[src/rtl/alu_pkg.sv]
// Shared codes for the ALU/multiply-divide control slice:
// aluop classes, R-type funct values, ALU configurations and engine states.
package alu_pkg;

  localparam logic [2:0] OP_LWSW  = 3'b000;
  localparam logic [2:0] OP_BR    = 3'b001;
  localparam logic [2:0] OP_RTYPE = 3'b010;
  localparam logic [2:0] OP_ANDI  = 3'b011;
  localparam logic [2:0] OP_SLTI  = 3'b100;

  localparam logic [5:0] F_SLL   = 6'h00;
  localparam logic [5:0] F_SRL   = 6'h02;
  localparam logic [5:0] F_SRA   = 6'h03;
  localparam logic [5:0] F_MFHI  = 6'h10;
  localparam logic [5:0] F_MTHI  = 6'h11;
  localparam logic [5:0] F_MFLO  = 6'h12;
  localparam logic [5:0] F_MTLO  = 6'h13;
  localparam logic [5:0] F_MULT  = 6'h18;
  localparam logic [5:0] F_MULTU = 6'h19;
  localparam logic [5:0] F_DIV   = 6'h1a;
  localparam logic [5:0] F_DIVU  = 6'h1b;
  localparam logic [5:0] F_ADD   = 6'h20;
  localparam logic [5:0] F_ADDU  = 6'h21;
  localparam logic [5:0] F_SUB   = 6'h22;
  localparam logic [5:0] F_SUBU  = 6'h23;
  localparam logic [5:0] F_AND   = 6'h24;
  localparam logic [5:0] F_OR    = 6'h25;
  localparam logic [5:0] F_XOR   = 6'h26;
  localparam logic [5:0] F_NOR   = 6'h27;
  localparam logic [5:0] F_SLT   = 6'h2a;
  localparam logic [5:0] F_SLTU  = 6'h2b;

  localparam logic [3:0] C_AND = 4'd0;
  localparam logic [3:0] C_OR  = 4'd1;
  localparam logic [3:0] C_ADD = 4'd2;
  localparam logic [3:0] C_SUB = 4'd3;
  localparam logic [3:0] C_SLT = 4'd4;
  localparam logic [3:0] C_NOR = 4'd5;
  localparam logic [3:0] C_XOR = 4'd6;
  localparam logic [3:0] C_SLL = 4'd7;
  localparam logic [3:0] C_SRL = 4'd8;
  localparam logic [3:0] C_SRA = 4'd9;

  typedef enum logic [1:0] {
    MD_IDLE,
    MD_CALC,
    MD_FIX
  } md_state_e;

endpackage

[src/rtl/md_unit.sv]
// Iterative multiply/divide engine: magnitudes in, one shift-add or
// restoring-subtract step per cycle, sign fix-up in the final state.
module md_unit
  import alu_pkg::*;
#(
  parameter int WIDTH = 32
) (
  input  logic             i_clk,
  input  logic             i_rst,
  input  logic             i_start,
  input  logic             i_is_div,
  input  logic             i_signed,
  input  logic [WIDTH-1:0] i_a,
  input  logic [WIDTH-1:0] i_b,
  input  logic             i_flush,
  output logic             o_busy,
  output logic             o_done,
  output logic [WIDTH-1:0] o_hi,
  output logic [WIDTH-1:0] o_lo
);

  localparam int CW = $clog2(WIDTH + 1);

  md_state_e        state_q, state_d;
  logic [CW-1:0]    cnt_q, cnt_d;
  logic [WIDTH-1:0] acc_q, acc_d;
  logic [WIDTH-1:0] lo_q, lo_d;
  logic [WIDTH-1:0] opb_q, opb_d;
  logic [WIDTH-1:0] dvd_q, dvd_d;
  logic             is_div_q, is_div_d;
  logic             nprod_q, nprod_d;
  logic             nrem_q, nrem_d;
  logic             dbz_q, dbz_d;

  logic             a_neg, b_neg;
  logic [WIDTH-1:0] a_mag, b_mag;
  logic [WIDTH-1:0] addend;
  logic [WIDTH:0]   sum;
  logic [WIDTH:0]   rsh;
  logic             ge;
  logic [WIDTH-1:0] sub;
  logic [2*WIDTH-1:0] prod, prod_s;
  logic [WIDTH-1:0] quo_s, rem_s;

  assign a_neg = i_signed & i_a[WIDTH-1];
  assign b_neg = i_signed & i_b[WIDTH-1];
  assign a_mag = a_neg ? -i_a : i_a;
  assign b_mag = b_neg ? -i_b : i_b;

  assign addend = lo_q[0] ? opb_q : {WIDTH{1'b0}};
  assign sum    = {1'b0, acc_q} + {1'b0, addend};
  assign rsh    = {acc_q, lo_q[WIDTH-1]};
  assign ge     = rsh >= {1'b0, opb_q};
  // Partial remainder fits in WIDTH bits whenever the subtract is taken.
  assign sub    = rsh[WIDTH-1:0] - opb_q;

  assign prod   = {acc_q, lo_q};
  assign prod_s = nprod_q ? -prod : prod;
  assign quo_s  = nprod_q ? -lo_q : lo_q;
  assign rem_s  = nrem_q ? -acc_q : acc_q;

  always_comb begin
    state_d  = state_q;
    cnt_d    = cnt_q;
    acc_d    = acc_q;
    lo_d     = lo_q;
    opb_d    = opb_q;
    dvd_d    = dvd_q;
    is_div_d = is_div_q;
    nprod_d  = nprod_q;
    nrem_d   = nrem_q;
    dbz_d    = dbz_q;
    unique case (state_q)
      MD_IDLE: begin
        if (i_start && !i_flush) begin
          state_d  = MD_CALC;
          cnt_d    = CW'(WIDTH);
          acc_d    = '0;
          lo_d     = a_mag;
          opb_d    = b_mag;
          dvd_d    = i_a;
          is_div_d = i_is_div;
          nprod_d  = a_neg ^ b_neg;
          nrem_d   = a_neg;
          dbz_d    = i_is_div & ~|i_b;
        end
      end
      MD_CALC: begin
        if (is_div_q) begin
          acc_d = ge ? sub : rsh[WIDTH-1:0];
          lo_d  = {lo_q[WIDTH-2:0], ge};
        end else begin
          acc_d = sum[WIDTH:1];
          lo_d  = {sum[0], lo_q[WIDTH-1:1]};
        end
        cnt_d = cnt_q - CW'(1);
        if (cnt_q == CW'(1)) state_d = MD_FIX;
      end
      MD_FIX:  state_d = MD_IDLE;
      default: state_d = MD_IDLE;
    endcase
    if (i_flush && state_q != MD_IDLE) begin
      state_d = MD_IDLE;
      cnt_d   = '0;
    end
  end

  always_ff @(posedge i_clk or posedge i_rst) begin
    if (i_rst) begin
      state_q  <= MD_IDLE;
      cnt_q    <= '0;
      acc_q    <= '0;
      lo_q     <= '0;
      opb_q    <= '0;
      dvd_q    <= '0;
      is_div_q <= 1'b0;
      nprod_q  <= 1'b0;
      nrem_q   <= 1'b0;
      dbz_q    <= 1'b0;
    end else begin
      state_q  <= state_d;
      cnt_q    <= cnt_d;
      acc_q    <= acc_d;
      lo_q     <= lo_d;
      opb_q    <= opb_d;
      dvd_q    <= dvd_d;
      is_div_q <= is_div_d;
      nprod_q  <= nprod_d;
      nrem_q   <= nrem_d;
      dbz_q    <= dbz_d;
    end
  end

  assign o_busy = state_q != MD_IDLE;
  assign o_done = (state_q == MD_FIX) & ~i_flush;
  assign o_hi   = is_div_q ? (dbz_q ? dvd_q : rem_s)
                           : prod_s[2*WIDTH-1:WIDTH];
  assign o_lo   = is_div_q ? (dbz_q ? {WIDTH{1'b1}} : quo_s)
                           : prod_s[WIDTH-1:0];

endmodule

[src/rtl/alu_md_control.sv]
// EX-stage ALU control decode plus HI/LO registers fronting the
// iterative multiply/divide engine, with stall generation.
module alu_md_control
  import alu_pkg::*;
#(
  parameter int WIDTH = 32
) (
  input  logic             i_clk,
  input  logic             i_rst,
  input  logic [2:0]       i_aluop,
  input  logic [5:0]       i_funct,
  input  logic             i_valid,
  input  logic             i_flush,
  input  logic [WIDTH-1:0] i_rs,
  input  logic [WIDTH-1:0] i_rt,
  output logic [3:0]       o_aluconf,
  output logic             o_sign,
  output logic             o_busy,
  output logic             o_stall,
  output logic [WIDTH-1:0] o_hilo_rdata
);

  logic [WIDTH-1:0] hi_q, hi_d;
  logic [WIDTH-1:0] lo_q, lo_d;
  logic [WIDTH-1:0] md_hi, md_lo;
  logic             md_done, busy;
  logic             rv, is_md, is_hilo;
  logic             md_start, md_div, md_signed;
  logic             mt_ok;

  assign rv      = i_valid & (i_aluop == OP_RTYPE);
  assign is_md   = i_funct inside {F_MULT, F_MULTU, F_DIV, F_DIVU};
  assign is_hilo = i_funct inside {F_MFHI, F_MTHI, F_MFLO, F_MTLO};

  assign md_start  = rv & is_md & ~i_flush & ~busy;
  assign md_div    = (i_funct == F_DIV) | (i_funct == F_DIVU);
  assign md_signed = (i_funct == F_MULT) | (i_funct == F_DIV);
  assign mt_ok     = rv & ~busy & ~i_flush;

  always_comb begin
    o_aluconf = C_ADD;
    case (i_aluop)
      OP_BR:   o_aluconf = C_SUB;
      OP_ANDI: o_aluconf = C_AND;
      OP_SLTI: o_aluconf = C_SLT;
      OP_RTYPE: begin
        case (i_funct)
          F_ADD, F_ADDU: o_aluconf = C_ADD;
          F_SUB, F_SUBU: o_aluconf = C_SUB;
          F_AND:         o_aluconf = C_AND;
          F_OR:          o_aluconf = C_OR;
          F_XOR:         o_aluconf = C_XOR;
          F_NOR:         o_aluconf = C_NOR;
          F_SLT, F_SLTU: o_aluconf = C_SLT;
          F_SLL:         o_aluconf = C_SLL;
          F_SRL:         o_aluconf = C_SRL;
          F_SRA:         o_aluconf = C_SRA;
          default:       o_aluconf = C_ADD;
        endcase
      end
      default: o_aluconf = C_ADD;
    endcase
  end

  assign o_sign = ~((i_aluop == OP_RTYPE) &
    (i_funct inside {F_ADDU, F_SUBU, F_SLTU, F_MULTU, F_DIVU}));

  md_unit #(
    .WIDTH (WIDTH)
  ) u_md (
    .i_clk    (i_clk),
    .i_rst    (i_rst),
    .i_start  (md_start),
    .i_is_div (md_div),
    .i_signed (md_signed),
    .i_a      (i_rs),
    .i_b      (i_rt),
    .i_flush  (i_flush),
    .o_busy   (busy),
    .o_done   (md_done),
    .o_hi     (md_hi),
    .o_lo     (md_lo)
  );

  // MT* can never coincide with done: the engine is busy then.
  always_comb begin
    hi_d = hi_q;
    lo_d = lo_q;
    if (md_done) begin
      hi_d = md_hi;
      lo_d = md_lo;
    end else begin
      if (mt_ok && i_funct == F_MTHI) hi_d = i_rs;
      if (mt_ok && i_funct == F_MTLO) lo_d = i_rs;
    end
  end

  always_ff @(posedge i_clk or posedge i_rst) begin
    if (i_rst) begin
      hi_q <= '0;
      lo_q <= '0;
    end else begin
      hi_q <= hi_d;
      lo_q <= lo_d;
    end
  end

  assign o_busy  = busy;
  assign o_stall = rv & (is_md | is_hilo) & busy;

  always_comb begin
    o_hilo_rdata = '0;
    if (rv && !busy && i_funct == F_MFHI) o_hilo_rdata = hi_q;
    if (rv && !busy && i_funct == F_MFLO) o_hilo_rdata = lo_q;
  end

endmodule

[config.mk]
export PLATFORM = sky130hd
export DESIGN_NAME = alu_md_control
export DESIGN_NICKNAME = d
export VERILOG_FILES = /design/src/rtl/alu_pkg.sv /design/src/rtl/md_unit.sv /design/src/rtl/alu_md_control.sv
export SDC_FILE = /design/constraint.sdc
export NUM_CORES = 1
export LEC_CHECK = 0
export ABC_CLOCK_PERIOD_IN_PS = 4600
export BUFFER_PORTS_ARGS = -buffer_cell sky130_fd_sc_hd__buf_2
export CORE_ASPECT_RATIO = 0.75
export CORE_MARGIN = 5
export CORE_UTILIZATION = 61
export CTS_CLUSTER_SIZE = 14
export DETAILED_ROUTE_END_ITERATION = 10
export HOLD_SLACK_MARGIN = 0.05
export PLACE_DENSITY = 0.88
export SYNTH_ARGS = -nofsm -noshare
export SYNTH_HDL_FRONTEND = slang
export SYNTH_HIERARCHICAL = 1
export SYNTH_SLANG_ARGS = --single-unit
[constraint.sdc]
create_clock -name i_clk -period 4.6 [get_ports i_clk]
set_clock_uncertainty 0.05 [all_clocks]
set_input_delay 0.23 -clock i_clk [delete_from_list [all_inputs] [get_ports i_clk]]
set_output_delay 0.23 -clock i_clk [all_outputs]
set_load 0.05 [all_outputs]
# Yosys cells after proc, flatten, opt, wreduce, memory -nomap -nowiden
# Memory sizes are Yosys's and may differ from the RTL's.
# Index checks and enable logic that the tools add are counted.
word_totals:
  word_cells: 118
  romBits: 256
  input_bits: 77
  out_inout_bits: 39
  ff_bits: 204
  n_memories: 1
memory_table:
  columns: ["name", "depth", "width", "read_ports", "rd_ports_with_merged_regs", "wr", "line", "source"]
  rows:
  - ["(no name shown)", 64, 4, 1, 0, 0, "alu_md_control.sv:47", "case (i_funct)"]
classes:
  n_lt_le_gt_ge: 1
  addsub: 8
  n_mux: 31
  n_eq_ne: 21
  n_reduce_logical: 24
  n_bitwise: 20
op_table:
  columns: ["operator", "count"]
  rows:
  - ["$mux W32", 20]
  - ["$neg A32 Y32", 4]
  - ["$pmux W32 S2", 2]
  - ["$mux W64", 1]
  - ["$neg A64 Y64", 1]
  - ["$eq A6 B5 Y1 const B", 8]
  - ["$add A32 B32 Y33", 1]
  - ["$ge A33 B32 Y1", 1]
  - ["$reduce_or A32 Y1", 1]
  - ["$sub A32 B32 Y32", 1]
  - ["$eq A6 B6 Y1 const B", 3]
  - ["$pmux W4 S4", 1]
  - ["$and A1 B1 Y1", 13]
  - ["$mux W6", 2]
  - ["$pmux W6 S2", 1]
  - ["$reduce_and A2 Y1", 4]
  - ["$reduce_bool A2 Y1", 4]
  - ["$reduce_bool A4 Y1", 2]
  - ["$logic_and A1 B1 Y1", 7]
  - ["$eq A3 B2 Y1 const B", 2]
  - ["$eq A6 B1 Y1 const B", 1]
  - ["$mux W2", 3]
  - ["$ne A3 B1 Y1 const B", 2]
  - ["$sub A6 B1 Y6 const B", 1]
  - ["other kinds (13)", 19]

# Depth between registers and ports, before layout
# Gate-level depths: netlist (run 1).
depth:
  word_depth: 9
  mapped_depth: 15
  ltp_nobuf: 14

# Modules after synthesis
# Netlist (run 1), hierarchy kept.
modules_own_cells:
  columns: ["module", "instances", "cells_per_inst", "area_each_um2", "seq_area_each_um2"]
  rows:
  - ["md_unit", 1, 1831, 13634.3, 3503.4]
  - ["alu_md_control", 1, 458, 4165.2, 1601.5]

# Worst setup path before layout (run 1)
# No wires, ideal clock.
synth_path:
  path_kind: "flip-flop to flip-flop"
  start: "register u_md.acc_q[1]"
  end: "register hi_q[26]"
  n_path_buf: 0
  setup_ns: 0.077
  slack_ns: 1.125
  period_less_slack_ns: 3.475
  stages_incl_launch_ff: 15
  required_ns: 4.473
  arrival_ns: 3.347
  path_cell_list: "dfrtp_1 inv_1 ha_1 or3b_1 nor3_1 nand3_1 or4_1 or2_1 or4_1 o21ai_1 xnor2_1 nor2_1 a21oi_1 nor2b_1 a21oi_1"
synth_between:
  elab_chain_cells: 5
  word_cells_on_any_way: 7
  classes_between: "add/sub: 2; mux: 5"
synth_rtl:
  columns: ["item", "line", "source"]
  rows:
  - ["from (decl)", "md_unit.sv:26", "logic [WIDTH-1:0] acc_q, acc_d;"]
  - ["from (signal assigned)", "md_unit.sv:112", "acc_q <= '0;"]
  - ["from (signal assigned)", "md_unit.sv:123", "acc_q <= acc_d;"]
  - ["$neg A32 Y32", "md_unit.sv:60", "assign rem_s = nrem_q ? -acc_q : acc_q;"]
  - ["$mux W32", "md_unit.sv:60", null]
  - ["$mux W32", "md_unit.sv:136", "assign o_hi = is_div_q ? (dbz_q ? dvd_q : rem_s)"]
  - ["$mux W32 *", "md_unit.sv:136", null]
  - ["via md_hi[26]", "alu_md_control.sv:25", "logic [WIDTH-1:0] md_hi, md_lo;"]
  - ["$mux W32 *", "alu_md_control.sv:89", "if (md_done) begin"]
  - ["to (signal assigned)", "alu_md_control.sv:103", "hi_q <= hi_d;"]
  - ["to (decl)", "alu_md_control.sv:23", "logic [WIDTH-1:0] hi_q, hi_d;"]
# The timed path passes the listed nets; every way through them passes the cells marked *.
# A chain may end at the register's enable or synchronous reset.

# Final worst setup path (run 1)
layout_path:
  start: "register u_md.lo_q[2]"
  end: "register hi_q[20]"
layout_between:
  elab_chain_cells: 4
layout_rtl:
  columns: ["item", "line", "source"]
  rows:
  - ["from (decl)", "md_unit.sv:27", "logic [WIDTH-1:0] lo_q, lo_d;"]
  - ["from (signal assigned)", "md_unit.sv:124", "lo_q <= lo_d;"]
  - ["$neg A64 Y64", "md_unit.sv:58", "assign prod_s = nprod_q ? -prod : prod;"]
  - ["$mux W64", "md_unit.sv:58", null]
  - ["$mux W32", "md_unit.sv:136", null]
  - ["via md_hi[20]", "alu_md_control.sv:25", null]
  - ["$mux W32", "alu_md_control.sv:89", null]
# The timed path passes the listed nets, and every way through them passes these cells.

==> results of run 1 <==
-- power by group through the flow --
stage | clock network, mW | logic, mW | registers, mW
after floorplan | 0 | 0.809 | 1.97
after CTS | 2.12 | 1.15 | 1.99
after global placement | 0 | 1.06 | 2.01
final | 2.11 | 1.18 | 2.00
after global routing | 2.20 | 1.28 | 2.00
after detailed placement | 0 | 1.09 | 2.02
-- worst reg2reg max path: cells and delay by family (launching register included) --
kind / cells / cell delay (ns)
and+or+nand+nor: 7 / 3.12
DFF: 1 / 0.47
AOI/OAI and AO/OA: 4 / 0.52
-- flip-flops by register name, summed over array words and instances, names as in the netlist --
register / flops
u_md/acc_q: 32
u_md/is_div_q: 1
u_md/state_q: 2
u_md/nprod_q: 1
u_md/nrem_q: 1
u_md/dbz_q: 1
hi_q: 32
u_md/lo_q: 32
u_md/cnt_q: 6
u_md/dvd_q: 32
lo_q: 32
u_md/opb_q: 32
-- metal layers --
layer  up-vias  track usage, %
met5         -               0
met1      8830           48.33
li1       8424               -
met2      1275           54.24
met3       238           7.250
met4         0           14.25
-- worst min path at each step --
stage	to	cells after the start	slack [ns]	start
after floorplan	u_md/dvd_q[11]$_DFFE_PP0P_	2	0.29	i_rs[11]
after global placement	u_md/state_q[0]$_DFFE_PP0P_	2	0.24	i_rst
after detailed placement	u_md/state_q[0]$_DFFE_PP0P_	2	0.25	i_rst
after CTS	hi_q[1]$_DFFE_PP0P_	3	0.05	i_rs[1]
after global routing	u_md/dvd_q[1]$_DFFE_PP0P_	3	0.07	i_rs[1]
final	hi_q[1]$_DFFE_PP0P_	3	0.07	i_rs[1]
-- final cells by class --
cell class / instances / area share [%]
inverter: 70 / 1.333
sequential: 204 / 25.42
tap: 392 / 2.441
multi-input combinational: 1849 / 58.75
clock buffer: 34 / 3.531
timing repair buffer: 222 / 7.796
clock inverter: 8 / 0.7285
-- through the flow --
stage	util [%]	hold slack [ns]	setup WS (ns)	total power [mW]	cell area, sq um
6_report	69.49	0.07036	0.3477	5.287	20090
5_1_grt	69.49	0.07167	0.2238	5.482	20090
4_1_cts	69.49	0.05244	0.5998	5.259	20090
3_5_place_dp	64.28	0.2542	0.6356	3.112	18590
3_3_place_gp	64.28	0.2400	0.7303	3.078	18590
2_1_floorplan	-	0.2854	0.5671	2.775	17800
-- cells by family after synthesis --
kind of cell | Yosys count | synth area share (%)
simple gates | 833 | 23.27
flops | 204 | 28.68
compound gates | 725 | 26.49
fa+ha+maj | 76 | 5.427
buf+inv | 236 | 5.117
mux | 56 | 3.184
xor+xnor | 159 | 7.824
-- cell usage in the layout (no fill, tap or decap), types with 74 or more instances in the layout --
cell type	synthesis	layout
a21oi_1	166	166
dfrtp_1	204	203
o21ai_0	163	163
nor2b_1	78	77
xor2_1	82	82
nor2_1	187	186
nand2_1	327	326
xnor2_1	77	77
ha_1	74	74
buf_2	20	115
==> results.py, run 1 <==
metrics = {
    "detailed_routing": {
        "ant_nets": 0,
        "drtPass1Iterations": 6,
        "vias_per_cell": 6.753,
        "num_vias": 18770,
        "post-route-drc-count": 0,
        "drt-total-wl_um": 59490,
        "dr.max_layer_used": "met4",
        "dr_wl_met3_um": 6905,
        "wl_met1_um": 24130,
        "route.met2.wl_um": 25970,
        "dr.first_iter.drc_count": 2953,
        "wire_per_inst_um": 21.41,
    },
    "logic_synthesis": {
        "ys_ff_latch": 204,
        "synth_edf_count": 0,
        "synthTopCellsByCount": "nand2_1 (327), dfrtp_1 (204), nor2_1 (187)",
        "synth-seq-area-share_pct": 28.68,
        "synthArstFlopShare_pct": 100.0,
        "yosysWarnings": 6,
        "syn-cell-area_sq_mm": 0.01780,
        "netlist.area_leader.share_pct": 28.68,
        "synth_top_flop_cell": "dfrtp_1",
        "synth.distinct_cells": 79,
        "synth_most_common_cell": "nand2_1",
        "synth_area_leader_cell": "dfrtp_1",
        "synth.net_count": 2442,
        "synthTopCellsByArea": "dfrtp_1 (29%), nand2_1 (6.9%), ha_1 (5.2%)",
        "synth_cells": 2289,
        "avgSynthCellArea_sq_um": 7.776,
    },
    "final_layout": {
        "multi_input_area_sq_mm": 0.01181,
        "diodes": 0,
        "area_growth_pct": 12.89,
        "instances_no_fill": 2779,
        "nNetsFinal": 2524,
        "seqCellArea_sq_mm": 0.005109,
        "drive_above_1_share_pct": 10.43,
        "n_fill_cell": 2296,
    },
    "timing": {
        "tns_ns": 0,
        "fin_crit_sh_pct": 92.44,
        "hold_viol": 0,
        "grt_setup_unrepaired": "false",
        "fmax_mhz": 235.2,
        "setup_viol": 0,
        "worst_pin_slew_ns": 1.202,
        "min_period_ns": 4.252,
        "relSlewSlack_pct": 19.84,
        "maxSlewViolCount": 0,
    },
    "global_route": {
        "grtUsageTotal_pct": 34.96,
        "antenna_found_initial": 0,
        "grt_overflow": 0,
        "grt_pass1_vias": 17790,
        "grt_max_degree": 161,
        "grt_pass1_wl_um": 94990,
    },
    "placed_design": {
        "hpwl_um": 40100,
        "io_buffers": 115,
        "routabilityCongestion": 0.9814,
        "dp.cells": 2672,
    },
    "critical_path": {
        "crit_path_start_kind": "register",
        "critPathKind": "reg -> reg",
        "ff2ff_path_depth": 11,
        "max_stage_delay_ns": 0.77,
        "cp-startpoint": "u_md/lo_q[2]$_DFFE_PP0P_",
        "cp_num_cells": 11,
        "critPathTopFamily": "simple AND/OR/NAND/NOR gates",
        "crit_arrival_ns": 4.65,
        "ff2ff_setup_slack_ns": 0.35,
        "path_cells": "nor4_2, nor3b_2, nand4_1, or4_4, or4_1, nand2_1, o211ai_1, o21ai_0, o21a_1, nor2b_1, a21oi_1",
        "cp-endpoint": "hi_q[20]$_DFFE_PP0P_",
        "required_ns": 5.00,
        "reg2reg_to": "hi_q[20]$_DFFE_PP0P_",
        "critPathBufInv": 0,
        "cp-end-kind": "register",
        "cpMaxStageDelayCell": "or4_1",
        "r2r_start": "u_md/lo_q[2]$_DFFE_PP0P_",
        "worst-path-max-fanout": 11,
    },
    "power_and_ir_drop": {
        "p_seq_share_pct": 37.8,
        "power.density_mw_per_mm2": 263.1,
        "pwr-share-comb_pct": 22.3,
        "p_int_mw": 3.643,
        "switchingPower_mw": 1.644,
        "irDropWorstVdd_uv": 252.9,
        "switching_share_pct": 31.10,
        "total_leakage_power_nw": 8.561,
        "p_clk_share_pct": 40.0,
    },
    "hold_path": {
        "hold_class": "in -> reg",
    },
    "die": {
        "rows": 54,
        "initial_utilization_pct": 61.55,
        "io_pins": 116,
        "die_h_um": 157.9,
        "dieArea_sq_mm": 0.03273,
        "die_w_um": 207.2,
        "coreArea_sq_mm": 0.02892,
    },
    "clocking": {
        "clockRootBuffer": "clkbuf_16",
        "clkLatencyLatePin_ns": 0.54,
        "clk_pin_slew_ns": 0.06,
        "hold_buffers": 65,
        "tritoncts": "built",
        "htreeDepth": 1,
        "numCtsBuffers": 24,
        "clockBufferDepth": 3,
        "cts_resized": 0,
        "clock-sinks": 204,
        "cts_setup_buffers": 0,
    },
    "run_status": {
        "outcome": "complete, no violations",
    },
    "flow_run": {
        "maxCapViolCount": 0,
    },
}
(Power assumes the default switching activity.)
==> inputs of run 2 (changes only) <==
--- a/config.mk
+++ b/config.mk
@@ -5,7 +5,8 @@
 export SDC_FILE = /design/constraint.sdc
 export NUM_CORES = 1
 export LEC_CHECK = 0
-export ABC_CLOCK_PERIOD_IN_PS = 4600
+export ABC_AREA = 1
+export ABC_CLOCK_PERIOD_IN_PS = 4800
 export BUFFER_PORTS_ARGS = -buffer_cell sky130_fd_sc_hd__buf_2
 export CORE_ASPECT_RATIO = 0.75
 export CORE_MARGIN = 5
@@ -14,6 +15,7 @@
 export DETAILED_ROUTE_END_ITERATION = 10
 export HOLD_SLACK_MARGIN = 0.05
 export PLACE_DENSITY = 0.88
+export RECOVER_POWER = 100
 export SYNTH_ARGS = -nofsm -noshare
 export SYNTH_HDL_FRONTEND = slang
 export SYNTH_HIERARCHICAL = 1
==> constraint.sdc (replaced) <==
create_clock -name i_clk -period 4.8 [get_ports i_clk]
set_clock_uncertainty 0.05 [all_clocks]
set_input_delay 0.24 -clock i_clk [delete_from_list [all_inputs] [get_ports i_clk]]
set_output_delay 0.24 -clock i_clk [all_outputs]
set_load 0.05 [all_outputs]
==> results.py, run 2 <==
metrics = {
    "logic_synthesis": {
        "synth_most_common_cell": "nand2_1",
        "synthTopCellsByCount": "nand2_1 (1,172), inv_1 (442), nand3_1 (402)",
        "netlist.area_leader.share_pct": 24.59,
        "synth_cells": 3547,
        "synth.distinct_cells": 50,
        "avgSynthCellArea_sq_um": 5.853,
        "synth_area_leader_cell": "dfrtp_1",
        "synth.net_count": 3700,
        "synthArstFlopShare_pct": 100.0,
        "synth_edf_count": 0,
        "syn-cell-area_sq_mm": 0.02076,
        "yosysWarnings": 6,
        "synth_top_flop_cell": "dfrtp_1",
        "ys_ff_latch": 204,
        "synth-seq-area-share_pct": 24.59,
        "synthTopCellsByArea": "dfrtp_1 (25%), nand2_1 (21%), nand3_1 (9.7%)",
    },
    "global_route": {
        "gr-usage-met1_pct": 57.75,
        "grt_max_degree": 69,
        "grt_pass1_vias": 22130,
        "grt_overflow": 0,
        "grt_pass1_wl_um": 120400,
        "grtUsageMet2_pct": 54.99,
        "use_met3_pct": 13.85,
        "grtUsageTotal_pct": 39.15,
        "antenna_found_initial": 0,
        "busiest_layer": "met1",
    },
    "critical_path": {
        "crit_path_start_kind": "register",
        "worst-path-max-fanout": 27,
        "cpMaxStageDelayCell": "nor2_1",
        "critPathTopFamily": "simple AND/OR/NAND/NOR gates",
        "required_ns": 4.51,
        "cp-end-kind": "output port",
        "critPathKind": "reg -> out",
        "path_cells": "nor2_1, inv_1, inv_1, nand2_1, nor2_1, nand3_1, o21ai_2, clkbuf_1",
        "critPathBufInv": 3,
        "max_stage_delay_ns": 1.49,
        "crit_arrival_ns": 3.78,
    },
    "placed_design": {
        "placed_area_sq_mm": 0.02151,
        "hpwl_um": 56970,
        "io_buffers": 115,
        "routabilityCongestion": 1.080,
    },
    "power_and_ir_drop": {
        "power.total_mw": 6.435,
        "total_leakage_power_nw": 11.88,
        "power.density_mw_per_mm2": 281.5,
        "irDropWorstVdd_uv": 255.6,
    },
    "clocking": {
        "htreeDepth": 1,
        "clk_pin_slew_ns": 0.06,
        "clock-sinks": 204,
        "cts_setup_buffers": 0,
        "numCtsBuffers": 24,
        "clkLatencyLatePin_ns": 0.56,
        "clockRootBuffer": "clkbuf_16",
        "clockBufferDepth": 3,
        "cts_resized": 0,
        "tritoncts": "built",
    },
    "detailed_routing": {
        "wire_per_inst_um": 18.56,
        "drt-total-wl_um": 76260,
        "num_vias": 24800,
        "post-route-drc-count": 0,
        "ant_nets": 0,
        "vias_per_cell": 6.035,
        "drtPass1Iterations": 8,
        "dr.first_iter.drc_count": 4136,
    },
    "flow_run": {
        "maxCapViolCount": 3,
    },
    "timing": {
        "setup_viol": 0,
        "relSlewSlack_pct": -87.86,
        "hold_viol": 0,
        "maxSlewViolCount": 118,
        "fmax_mhz": 246.0,
        "min_period_ns": 4.065,
        "grt_setup_unrepaired": "false",
        "fin_crit_sh_pct": 84.69,
        "worst_pin_slew_ns": 2.818,
        "tns_ns": 0,
    },
    "final_layout": {
        "layout_commonest_cell": "nand2_1",
        "drive_above_1_share_pct": 7.078,
        "diodes": 0,
        "final_cell_mix": "nand2_1 (1,175), inv_1 (442), nand3_1 (404), nor2_1 (310), o21ai_0 (276)",
        "stdcell_area_sq_mm": 0.02286,
        "area_growth_pct": 10.12,
        "nNetsFinal": 3794,
    },
    "die": {
        "die_h_um": 169.8,
        "initial_utilization_pct": 61.92,
        "die_w_um": 223.0,
        "rows": 58,
        "dieArea_sq_mm": 0.03786,
        "coreArea_sq_mm": 0.03353,
        "io_pins": 116,
    },
    "run_status": {
        "violations": "max-capacitance violations, max-slew violations",
        "outcome": "finished with violations",
    },
    "hold_path": {
        "hold_class": "in -> reg",
    },
}
[run 2: tightest hold or removal path, stage by stage]
cell	delay (ns)
buf_2	0.09
inv_1	0.07
xor2_1	0.14
o21ai_0	0.09
[run 2: kinds of logic (layout without fill, tap and decap cells)]
family | count (synthesis) | count (layout) | share of synthesized area (%)
DFF | 204 | 204 | 24.59
xor gates and xnor gates | 67 | 67 | 2.826
and+or+nand+nor | 2029 | 2029 | 41.43
AOI/OAI and AO/OA | 574 | 574 | 15.07
adders and majority gates | 76 | 76 | 4.653
buffers and inverters | 597 | 709 | 11.43
[run 2: report_power, final]
part           internal (mW)  switching [mW]
clock network           1.13           0.833
logic                  0.779            1.63
registers               1.84           0.225
total                   3.75            2.69
[run 2: cell type report]
cell class	instances	area [sq um]
flip-flops and latches	204	5107
fillers	3150	10670
clock buffers	29	639.4
clock inverters	15	187.7
inverters	461	1732
multi-input cells	2746	13280
well taps	450	563.0
repair buffers	204	1354
[run 2: stage by stage]
| step | utilization, % | std cells | worst slack (ns) | hold slack (ns) |
|---|---|---|---|---|
| final | 68.19 | 4109 | 0.7349 | 0.06997 |
| after global routing | 68.19 | 4109 | 0.5005 | 0.06653 |
| after CTS | 68.45 | 4109 | 1.407 | 0.05497 |
| after detailed placement | 64.16 | 4004 | 1.423 | 0.2372 |
| after global placement | 64.16 | 4004 | 1.496 | 0.2282 |
| after floorplan | - | 3547 | 0.7571 | 0.3066 |
[run 2: worst paths after layout]
check | from | endpoint | slack, ns | depth (start not counted)
min reg2reg | u_md/dvd_q[26]$_DFFE_PP0P_ | u_md/dvd_q[26]$_DFFE_PP0P_ | 0.44 | 2
max | u_md/state_q[0]$_DFFE_PP0P_ | o_hilo_rdata[9] | 0.73 | 8
max reg2reg | u_md/state_q[0]$_DFFE_PP0P_ | u_md/opb_q[1]$_DFFE_PP0P_ | 0.88 | 10
min | i_rt[8] | u_md/opb_q[8]$_DFFE_PP0P_ | 0.07 | 4
max in group asynchronous | i_rst | u_md/is_div_q$_DFFE_PP0P_ | 1.88 | 4
min in group asynchronous | i_rst | hi_q[1]$_DFFE_PP0P_ | 0.47 | 4
[run 2: layer usage]
| layer | routed length (um) | part of all wire (%) | vias to the layer above |
|---|---|---|---|
| met5 | 0 | 0 | - |
| met2 | 29890 | 39 | 1850 |
| li1 | - | - | 11580 |
| met3 | 12750 | 17 | 194 |
| met4 | 2248 | 2.9 | 0 |
| met1 | 31370 | 41 | 11170 |
[run 2: what timing repair did]
item	CTS	global route
hold buffers	61	0
hold endpoints to repair	208	0
endpoints found under the setup margin	0	0
